**src/rtl/jtcop_ba0_arb.sv**
```systemverilog
`default_nettype none
// ============================================================================
//  Module   : jtcop_ba0_arb
//  Brief    : SDRAM bank-0 arbiter: CPU work RAM plus three cached VRAM read ports
//  Revision : 1.0
// ============================================================================
module jtcop_ba0_arb #(
    parameter logic [21:0] CPU_OFS   = 22'h0,
    parameter logic [21:0] VR0_OFS   = 22'h10000,
    parameter logic [21:0] VR1_OFS   = 22'h14000,
    parameter logic [21:0] VR2_OFS   = 22'h18000,
    parameter int unsigned CPU_BURST = 2
) (
    input  logic        clk,
    input  logic        rstn,
    input  logic        cpu_cs,
    input  logic        cpu_rnw,
    input  logic [16:0] cpu_addr,
    input  logic [1:0]  cpu_dsn,
    input  logic [15:0] cpu_din,
    output logic [15:0] cpu_dout,
    output logic        cpu_ok,
    input  logic [2:0]  vr_cs,
    input  logic [12:0] vr_addr0,
    input  logic [10:0] vr_addr1,
    input  logic [10:0] vr_addr2,
    output logic [47:0] vr_data,
    output logic [2:0]  vr_ok,
    output logic [21:0] ba0_addr,
    output logic        ba_rd,
    output logic        ba_wr,
    output logic [15:0] ba0_din,
    output logic [1:0]  ba0_din_m,
    input  logic        ba_ack,
    input  logic        ba_rdy,
    input  logic [15:0] data_read
);

    typedef enum logic [1:0] {
        IDLE = 2'd0,
        REQ  = 2'd1,
        WAIT = 2'd2
    } state_t;

    localparam logic [7:0] BURST_MAX = 8'(CPU_BURST);

    state_t      state_q, state_d;
    logic [1:0]  rr_q, rr_d;
    logic [7:0]  burst_q, burst_d;
    logic        gnt_cpu_q, gnt_cpu_d;
    logic [1:0]  gnt_port_q, gnt_port_d;
    logic [12:0] req_vaddr_q, req_vaddr_d;
    logic [16:0] req_caddr_q, req_caddr_d;
    logic        req_rnw_q, req_rnw_d;
    logic        cpu_drop_q, cpu_drop_d;
    logic [21:0] ba0_addr_q, ba0_addr_d;
    logic [15:0] ba0_din_q, ba0_din_d;
    logic [1:0]  din_m_q, din_m_d;
    logic        ba_rd_q, ba_rd_d;
    logic        ba_wr_q, ba_wr_d;
    logic [2:0]  valid_q, valid_d;
    logic [12:0] tag_q [3];
    logic [12:0] tag_d [3];
    logic [15:0] vdata_q [3];
    logic [15:0] vdata_d [3];
    logic [2:0]  vr_ok_q, vr_ok_d;
    logic        done_valid_q, done_valid_d;
    logic [16:0] done_addr_q, done_addr_d;
    logic        done_rnw_q, done_rnw_d;
    logic [15:0] cpu_dout_q, cpu_dout_d;

    logic [12:0] vaddr [3];
    logic [2:0]  vhit, vpend;
    logic        done_match, cpu_pend, cpu_win;
    logic [1:0]  p0, p1, p2, vsel;

    function automatic logic [1:0] rr_next(input logic [1:0] p);
        return (p == 2'd2) ? 2'd0 : p + 2'd1;
    endfunction

    function automatic logic [21:0] vr_map(input logic [1:0] n, input logic [12:0] a);
        case (n)
            2'd0:    return VR0_OFS + {9'd0, a};
            2'd1:    return VR1_OFS + {9'd0, a};
            default: return VR2_OFS + {9'd0, a};
        endcase
    endfunction

    assign vaddr[0] = vr_addr0;
    assign vaddr[1] = {2'd0, vr_addr1};
    assign vaddr[2] = {2'd0, vr_addr2};

    always_comb begin
        for (int n = 0; n < 3; n++) begin
            vhit[n] = valid_q[n] && (tag_q[n] == vaddr[n]);
        end
        vpend      = vr_cs & ~vhit;
        done_match = done_valid_q && (done_addr_q == cpu_addr) && (done_rnw_q == cpu_rnw);
        cpu_pend   = cpu_cs && !done_match;
        cpu_win    = cpu_pend && ((vpend == 3'd0) || (burst_q < BURST_MAX));
        // Round-robin search starting at the pointer
        p0 = rr_q;
        p1 = rr_next(p0);
        p2 = rr_next(p1);
        if (vpend[p0])      vsel = p0;
        else if (vpend[p1]) vsel = p1;
        else                vsel = p2;
    end

    always_comb begin
        state_d      = state_q;
        rr_d         = rr_q;
        burst_d      = burst_q;
        gnt_cpu_d    = gnt_cpu_q;
        gnt_port_d   = gnt_port_q;
        req_vaddr_d  = req_vaddr_q;
        req_caddr_d  = req_caddr_q;
        req_rnw_d    = req_rnw_q;
        cpu_drop_d   = cpu_drop_q;
        ba0_addr_d   = ba0_addr_q;
        ba0_din_d    = ba0_din_q;
        din_m_d      = din_m_q;
        ba_rd_d      = ba_rd_q;
        ba_wr_d      = ba_wr_q;
        valid_d      = valid_q;
        tag_d        = tag_q;
        vdata_d      = vdata_q;
        done_valid_d = done_valid_q;
        done_addr_d  = done_addr_q;
        done_rnw_d   = done_rnw_q;
        cpu_dout_d   = cpu_dout_q;

        // A done tag only survives while cs stays high
        if (!cpu_cs) done_valid_d = 1'b0;
        if ((state_q != IDLE) && gnt_cpu_q && !cpu_cs) cpu_drop_d = 1'b1;

        case (state_q)
            IDLE: begin
                if (cpu_win) begin
                    state_d     = REQ;
                    gnt_cpu_d   = 1'b1;
                    cpu_drop_d  = 1'b0;
                    req_caddr_d = cpu_addr;
                    req_rnw_d   = cpu_rnw;
                    ba0_addr_d  = CPU_OFS + {5'd0, cpu_addr};
                    ba0_din_d   = cpu_din;
                    din_m_d     = cpu_dsn;
                    ba_rd_d     = cpu_rnw;
                    ba_wr_d     = !cpu_rnw;
                    if (burst_q < BURST_MAX) burst_d = burst_q + 8'd1;
                end else if (vpend != 3'd0) begin
                    state_d     = REQ;
                    gnt_cpu_d   = 1'b0;
                    gnt_port_d  = vsel;
                    req_vaddr_d = vaddr[vsel];
                    ba0_addr_d  = vr_map(vsel, vaddr[vsel]);
                    ba_rd_d     = 1'b1;
                    ba_wr_d     = 1'b0;
                    rr_d        = rr_next(vsel);
                    burst_d     = 8'd0;
                end
            end
            REQ: begin
                if (ba_ack) begin
                    ba_rd_d = 1'b0;
                    ba_wr_d = 1'b0;
                    state_d = WAIT;
                end
            end
            WAIT: begin
                if (ba_rdy) begin
                    state_d = IDLE;
                    if (gnt_cpu_q) begin
                        if (req_rnw_q) cpu_dout_d = data_read;
                        if (cpu_cs && !cpu_drop_q) begin
                            done_valid_d = 1'b1;
                            done_addr_d  = req_caddr_q;
                            done_rnw_d   = req_rnw_q;
                        end
                        // Accesses are serialised, so invalidation is the whole
                        // write-versus-fill coherency story
                        if (!req_rnw_q) begin
                            for (int n = 0; n < 3; n++) begin
                                if (valid_q[n] && (vr_map(n[1:0], tag_q[n]) == ba0_addr_q))
                                    valid_d[n] = 1'b0;
                            end
                        end
                    end else begin
                        tag_d[gnt_port_q]   = req_vaddr_q;
                        vdata_d[gnt_port_q] = data_read;
                        valid_d[gnt_port_q] = 1'b1;
                    end
                end
            end
            default: state_d = IDLE;
        endcase
    end

    // ok is evaluated against next-cycle cache contents so a fill shows up at once
    always_comb begin
        for (int n = 0; n < 3; n++) begin
            vr_ok_d[n] = valid_d[n] && vr_cs[n] && (tag_d[n] == vaddr[n]);
        end
    end

    always_ff @(posedge clk or negedge rstn) begin
        if (!rstn) begin
            state_q      <= IDLE;
            rr_q         <= 2'd0;
            burst_q      <= 8'd0;
            gnt_cpu_q    <= 1'b0;
            gnt_port_q   <= 2'd0;
            req_vaddr_q  <= 13'd0;
            req_caddr_q  <= 17'd0;
            req_rnw_q    <= 1'b0;
            cpu_drop_q   <= 1'b0;
            ba0_addr_q   <= 22'd0;
            ba0_din_q    <= 16'd0;
            din_m_q      <= 2'd0;
            ba_rd_q      <= 1'b0;
            ba_wr_q      <= 1'b0;
            valid_q      <= 3'd0;
            vr_ok_q      <= 3'd0;
            done_valid_q <= 1'b0;
            done_addr_q  <= 17'd0;
            done_rnw_q   <= 1'b0;
            cpu_dout_q   <= 16'd0;
            for (int n = 0; n < 3; n++) begin
                tag_q[n]   <= 13'd0;
                vdata_q[n] <= 16'd0;
            end
        end else begin
            state_q      <= state_d;
            rr_q         <= rr_d;
            burst_q      <= burst_d;
            gnt_cpu_q    <= gnt_cpu_d;
            gnt_port_q   <= gnt_port_d;
            req_vaddr_q  <= req_vaddr_d;
            req_caddr_q  <= req_caddr_d;
            req_rnw_q    <= req_rnw_d;
            cpu_drop_q   <= cpu_drop_d;
            ba0_addr_q   <= ba0_addr_d;
            ba0_din_q    <= ba0_din_d;
            din_m_q      <= din_m_d;
            ba_rd_q      <= ba_rd_d;
            ba_wr_q      <= ba_wr_d;
            valid_q      <= valid_d;
            vr_ok_q      <= vr_ok_d;
            done_valid_q <= done_valid_d;
            done_addr_q  <= done_addr_d;
            done_rnw_q   <= done_rnw_d;
            cpu_dout_q   <= cpu_dout_d;
            for (int n = 0; n < 3; n++) begin
                tag_q[n]   <= tag_d[n];
                vdata_q[n] <= vdata_d[n];
            end
        end
    end

    assign cpu_dout  = cpu_dout_q;
    assign cpu_ok    = cpu_cs && done_match;
    assign vr_data   = {vdata_q[2], vdata_q[1], vdata_q[0]};
    assign vr_ok     = vr_ok_q;
    assign ba0_addr  = ba0_addr_q;
    assign ba_rd     = ba_rd_q;
    assign ba_wr     = ba_wr_q;
    assign ba0_din   = ba0_din_q;
    assign ba0_din_m = din_m_q;

endmodule
`default_nettype wire
```
**config.mk**
```make
export PLATFORM = sky130hd
export DESIGN_NAME = jtcop_ba0_arb
export DESIGN_NICKNAME = d
export VERILOG_FILES = /design/src/rtl/jtcop_ba0_arb.sv
export SDC_FILE = /design/constraint.sdc
export NUM_CORES = 1
export LEC_CHECK = 0
export ABC_AREA = 1
export CAP_MARGIN = 5
export CORE_MARGIN = 2
export CORE_UTILIZATION = 52
export DETAILED_ROUTE_END_ITERATION = 8
export PLACE_DENSITY = 0.79
export SLEW_MARGIN = 20
export SYNTH_ARGS = -nofsm -noshare
export SYNTH_HDL_FRONTEND = slang
export SYNTH_SLANG_ARGS = --single-unit
export TNS_END_PERCENT = 50
```
**constraint.sdc**
```tcl
create_clock -name clk -period 2.4 [get_ports clk]
set_clock_uncertainty 0.15 [all_clocks]
set_input_delay 0.48 -clock clk [delete_from_list [all_inputs] [get_ports clk]]
set_output_delay 0.48 -clock clk [all_outputs]
set_load 0.02 [all_outputs]
```
== Word-level counts from Yosys, hierarchy flattened ==
Cells that the tools add are included.
Storage, ports and cells
  output and inout port bits: 110
  input port bits: 95
  register bits after elaboration: 217
  word-level logic and storage cells: 184
Cells by class
  $add $sub $neg: 10
  multiplexer cells: 69
  eq/ne operators: 21
  reductions and logical operators: 43
  bitwise gates (word level): 7
  magnitude comparators: 8
Operator list (count)
  $mux 22: 14
  $mux 39: 3
  $add 17x13->18 const A: 6
  $eq 22x22->1: 3
  $eq 13x11->1: 4
  $bwmux 48: 1
  $bwmux 39: 1
  $mux 13: 3
  $pmux 18 s2: 1
  $demux 16 s2: 1
  $bmux 13 s2: 1
  $demux 13 s2: 1
  $eq 13x13->1: 2
  $mux 8: 3
  $logic_and 1x1->1: 22
  $mux 1: 20
  $mux 2: 9
  $eq 17x17->1: 1
  $mux 16: 1
  $reduce_and 3->1: 5
  $mux 3: 4
  $lt 2x3->1 const B: 3
  $add 8x1->8 const B: 1
  $eq 2x2->1 const B: 4
  other kinds (27): 44

== Depth between registers and ports, before layout ==
  word-level depth: 16
  depth in mapped cells: 19
  depth with buffers taken out: 18

== Least setup slack after synthesis ==
No wires, ideal clock.
  path kind: input to output
  from: input cpu_addr[13]
  to: output cpu_ok
  stages: 5
  arrival time: 1371 ps
  required time: 1770 ps
  buffers on the path: 0
  setup slack: 399 ps
  cell sequence: xnor2_1 -> nand3b_1 -> nor4_1 -> nand4_1 -> nor2_1
On the way
  word-level cells in the longest chain between the ends: 4
Ends and longest elaborated chain
  start: declaration: line 18  | input logic [16:0] cpu_addr,
  $eq 17x17->1: line 98  | done_match = done_valid_q && (done_addr_q == cpu_addr) && (done_rnw_q == cpu_rnw);
  $logic_and 1x1->1 (2 in series): line 98
  $logic_and 1x1->1: line 261  | assign cpu_ok = cpu_cs && done_match;
  end: declaration: line 22  | output logic cpu_ok,
Every way passes these cells.

== Worst setup path after layout ==
  from: input cpu_addr[16]
  to: register ba0_addr_q[13] (netlist: ba0_addr[13])
On the way
  word-level cells in the longest chain between the ends: 8
  elaborated cells on any way between the ends: 9
  those cells by class: 1 x eq/ne; 1 x mux; 7 x reduce/logical
Ends and longest elaborated chain
  $eq 17x17->1 (*): line 98
  $logic_and 1x1->1 (*) (2 in series): line 98
  $logic_not 1->1 (*): line 99  | cpu_pend = cpu_cs && !done_match;
  $logic_and 1x1->1 (*): line 99
  $logic_and 1x1->1 (*): line 100  | cpu_win = cpu_pend && ((vpend == 3'd0) || (burst_q < BURST_MAX));
  $reduce_bool 2->1 (no source line)
  $reduce_and 2->1 (no source line)
  end signal: assignment: line 242  | ba0_addr_q <= ba0_addr_d;
  end: declaration: line 56  | logic [21:0] ba0_addr_q, ba0_addr_d;
Mark *: on every way between the ends. The rest lies on a longest branch, timed or not.
A chain may end at the register's enable or synchronous reset.

==> run summary <==
For the pin with the worst max-slew slack, the measured transition is 0.548 ns. The part of the cycle the worst path needs is 104%. Broken down by cell family, the worst path's largest delay share belongs to buffers and inverters.

The total power of the final layout came out at 0.0186 W. The area enclosed by the die boundary came out at 21,000 sq um. During synthesis, Yosys emitted a total of 0 warnings. The register area share after synthesis came out at 51.3%.

STA classifies the critical path startpoint as an input pin. Setup repair after global routing could not meet its margin everywhere. The number of different library cells in the post-synthesis netlist came out at 39. The total placed cells including tap cells is 1,867. Together, buffers and inverters on the worst path number 5.

For this block, the initial DRC count from the detailed router was 854. The largest total area in the synthesized netlist belongs to sky130_fd_sc_hd__dfrtp_1. For this run, the slowest stage of the critical path takes 0.49 ns. The post-synthesis register bit count came out at 212.

The achievable frequency is 0.399 GHz. The final instance count without filler cells came out at 1,931. The final reports fail on negative setup slack.

The post-detailed-route via-to-cell ratio is 5.20. The count of maximum capacitance violations is 0. The I/O pin count is 205. The share of Yosys cell area claimed by the top area cell type is 51.3%. The number of sinks on the clock net is 212. The last weighted congestion value of the routability-driven placer came out at 0.992. The critical-path cell with the highest stage delay is sky130_fd_sc_hd__clkdlybuf4s50_1. The critical path is of the input pin to flip-flop type.

The floorplan has 51 rows. The start point of the worst hold path is cpu_addr[13]. The startpoint identified for the worst register-to-register timing path is tag_q[27]. The worst min-delay path category is input pin to flip-flop. The via count of the first global-routing pass was 9,820.

Along the worst path, the maximum fanout reaches 4. The count of flip-flops with a built-in enable after synthesis came out at 0. The launching element of the worst setup path is cpu_addr[16]. The run finished, with violations left.

The global route total overflow is 0. The number of antenna violations at the first check in global routing is 0. The wire length of the first global-routing pass came out at 51,500 um. The number of filler instances in the final layout came out at 1,394. The count of input and output buffers came out at 199. The tree is rooted in a sky130_fd_sc_hd__clkbuf_16.

The antenna cell count is 0. After synthesis, the mean cell area works out to 7.86 sq um. The global-route usage over all layers is 30.6%. The final critical delay including setup and external delays is 2.51 ns. Walking the worst path, the cells encountered are clkdlybuf4s50_1 > inv_1 > or2_1 > nand2_1 > inv_1 > nand4_1 > nor2_1 > nand3_2 > nand2_2 > a21oi_1 > clkinvlp_2 > buf_4 > nand2_1 > nand2_1. The worst hold path was traced through 3 stages. The arrival time at the worst endpoint is 2.75 ns. The routed wirelength normalized by instance count came out at 17.3 um. CTS built an H-tree with a depth of 1. VDD sags by at most 822 uV. The core footprint came out at 19,500 sq um. Measured against its own limit, the worst slew margin works out to 63.5%. For this design the ratio of total power to cell area is 1250 nW/um^2. Cells fill 76.5% of the core in the end. The primary flip-flop cell chosen by synthesis mapping is sky130_fd_sc_hd__dfrtp_1. The synthesized area came out at 10,300 sq um. The detailed-routing iteration count for the pre-antenna-repair pass is 5. The critical path data required time is 2.65 ns. The pin count of the biggest net entering global routing is 60. The HPWL after detailed placement is 24,100 um. The detailed router placed 10,048 vias in this run. The routed wire length came out at 33,400 um. TritonCTS built the clock tree. The fraction of layout cells with a size suffix above 1 is 16.5%. The number of setup violations in the final report is 5. Of all flip-flops after synthesis, the portion carrying an async set or reset was 100%.

The post-route DRC violation count came out at 0. The clock passes through at most 3 buffers. The final hold violation count is 0.

The worst reg-to-reg path cell count is 15. The area added between synthesis and finish came out at 44.0%. Clock-pin slew was measured on the worst setup and hold paths at 0.06 ns. After layout, the worst setup slack is -0.108 ns. Yosys attributes the largest share of cell area to sky130_fd_sc_hd__dfrtp_1 (51%), sky130_fd_sc_hd__nand2_1 (16%), sky130_fd_sc_hd__o21ai_0 (6.9%).

The cell that appears most often on the critical path is sky130_fd_sc_hd__nand2_1. In this run the remaining antenna-violating nets after routing total 0. The number of nets at the end of the flow is 1,746. In this run the static leakage power is 7.50 nW. The number of buffers created by CTS came out at 23.

The horizontal die dimension is 145 um. The final max-slew violation count came to 0. The cell count after synthesis came out at 1,316. The starting utilization of the core area came out at 53.1%. The worst setup path is captured at a flip-flop. Measured along the y axis, the die boundary spans 145 um. Clock latency on the worst-skew pair, taken at its later pin, is 0.51 ns. Counting buffers and inverters, the worst setup path is 14 cells deep.
[logic make-up (layout without fill, tap and decap cells)]
family	after synthesis	in the layout	share of synthesized area, %
and+or+nand+nor	622	622	24.6
buffers and inverters	219	565	8.66
DFF	212	212	51.3
AOI/OAI and AO/OA	204	204	10.5
xor gates and xnor gates	57	57	4.83
adders and majority gates	1	1	0.121
other	1	5	0.0363
[report_power, final]
| group | leakage, nW | switching, W | internal (W) |
|---|---|---|---|
| Clock | 0.391 | 0.00148 | 0.00229 |
| Combinational | 4.40 | 0.00482 | 0.00377 |
| Sequential | 2.71 | 0.00123 | 0.00498 |
| Total | 7.50 | 0.00753 | 0.0110 |
[sequential cells by signal, summed over array words and instances (netlist names)]
signal        count
ba0_din          16
burst_q           8
req_vaddr_q      13
gnt_cpu_q         1
ba0_addr         17
p0                2
req_rnw_q         1
cpu_dout         16
cpu_drop_q        1
done_valid_q      1
done_rnw_q        1
tag_q            39
vr_ok             3
vr_data          48
done_addr_q      17
valid_q           3
gnt_port_q        2
ba0_din_m         2
ba_wr             1
ba_rd             1
req_caddr_q      17
state_q           2
[routing by layer]
layer | track usage (%) | vias up | wire, um
li1 | - | 4785 | -
met1 | 38.8 | 4716 | 13100
met2 | 50.8 | 460 | 16000
met3 | 6.98 | 87 | 2910
met4 | 12.7 | 0 | 1410
met5 | 0 | - | 0
[path summary, 6_finish.rpt]
path	slack, ns	endpoint
min in group asynchronous	0.40	vr_ok[0]
max	-0.11	ba0_addr[13]
max reg2reg	-0.08	ba0_addr[13]
min reg2reg	0.32	ba0_din_m[0]
min	0.29	ba0_addr[13]
max in group asynchronous	0.99	ba0_din[1]
[what timing repair did]
| action | 4_1_cts | 5_1_grt |
|---|---|---|
| cloned | 0 | 4 |
| gates resized for setup | 17 | 106 |
| setup endpoints to repair | 8 | 75 |
| pin swaps | 2 | 20 |
| buffers inserted | 0 | 18 |
| hold buffers | 1 | 0 |
| endpoints found under the hold margin | 52 | 0 |
[area by class of cell]
class	instances	area, sq um	share of cell area, %
Sequential cell	212	5310	35.7
Multi-Input combinational cell	889	4400	29.5
Timing Repair Buffer	347	3360	22.6
Inverter	176	669	4.50
Clock buffer	28	624	4.19
Tap cell	265	332	2.23
Clock inverter	13	188	1.26
Timing Repair inverter	1	5.00	0.0336
[worst reg2reg max path, cell delays in order (launching register included)]
cell and delay, ns:
sky130_fd_sc_hd__dfrtp_1 0.39, sky130_fd_sc_hd__inv_1 0.11, sky130_fd_sc_hd__nand2_1 0.08, sky130_fd_sc_hd__nand2_1 0.07, sky130_fd_sc_hd__nor2_1 0.05, sky130_fd_sc_hd__nand2_1 0.09
sky130_fd_sc_hd__nor2_2 0.05, sky130_fd_sc_hd__nand2_2 0.10, sky130_fd_sc_hd__nand2_4 0.08, sky130_fd_sc_hd__nand3_4 0.10, sky130_fd_sc_hd__inv_1 0.06, sky130_fd_sc_hd__a21oi_1 0.36
sky130_fd_sc_hd__clkinvlp_2 0.37, sky130_fd_sc_hd__buf_4 0.22, sky130_fd_sc_hd__nand2_1 0.05, sky130_fd_sc_hd__nand2_1 0.05
[layout by cell type (no fill, tap or decap), types with 16 or more instances in the layout]
cell and count:
sky130_fd_sc_hd__nand2_2 20, sky130_fd_sc_hd__xor2_1 26, sky130_fd_sc_hd__o21ai_1 34, sky130_fd_sc_hd__o21ai_0 126
sky130_fd_sc_hd__inv_1 164, sky130_fd_sc_hd__clkdlybuf4s50_1 176, sky130_fd_sc_hd__nand2_1 430, sky130_fd_sc_hd__xnor2_1 25
sky130_fd_sc_hd__clkbuf_16 26, sky130_fd_sc_hd__nor2_1 68, sky130_fd_sc_hd__dlymetal6s2s_1 16, sky130_fd_sc_hd__buf_4 129
sky130_fd_sc_hd__dfrtp_1 206, sky130_fd_sc_hd__nand3_1 31
[per-stage QoR]
| step | instance area (sq um) | hold WS, ns | worst slack, ns | TNS, ns |
|---|---|---|---|---|
| 2_1_floorplan | 10400 | 0.0344 | 0.399 | 0 |
| 4_1_cts | 14400 | 0.292 | -0.101 | -0.101 |
| 3_3_place_gp | 13600 | 0.303 | -0.629 | -30.54 |
| 5_1_grt | 14900 | 0.312 | -0.247 | -2.96 |
| 3_5_place_dp | 13600 | 0.308 | -0.634 | -32.02 |
| 6_report | 14900 | 0.289 | -0.108 | -0.302 |
[Yosys cell counts (15+ instances only)]
cell / instances
sky130_fd_sc_hd__clkbuf_1: 17
sky130_fd_sc_hd__dfrtp_1: 212
sky130_fd_sc_hd__inv_1: 173
sky130_fd_sc_hd__nand2_1: 451
sky130_fd_sc_hd__nand3_1: 37
sky130_fd_sc_hd__nor2_1: 77
sky130_fd_sc_hd__nor3_1: 16
sky130_fd_sc_hd__o21ai_0: 142
sky130_fd_sc_hd__o21ai_1: 21
sky130_fd_sc_hd__o22ai_1: 15
sky130_fd_sc_hd__xnor2_1: 31
sky130_fd_sc_hd__xor2_1: 26
(Power assumes the default switching activity.)
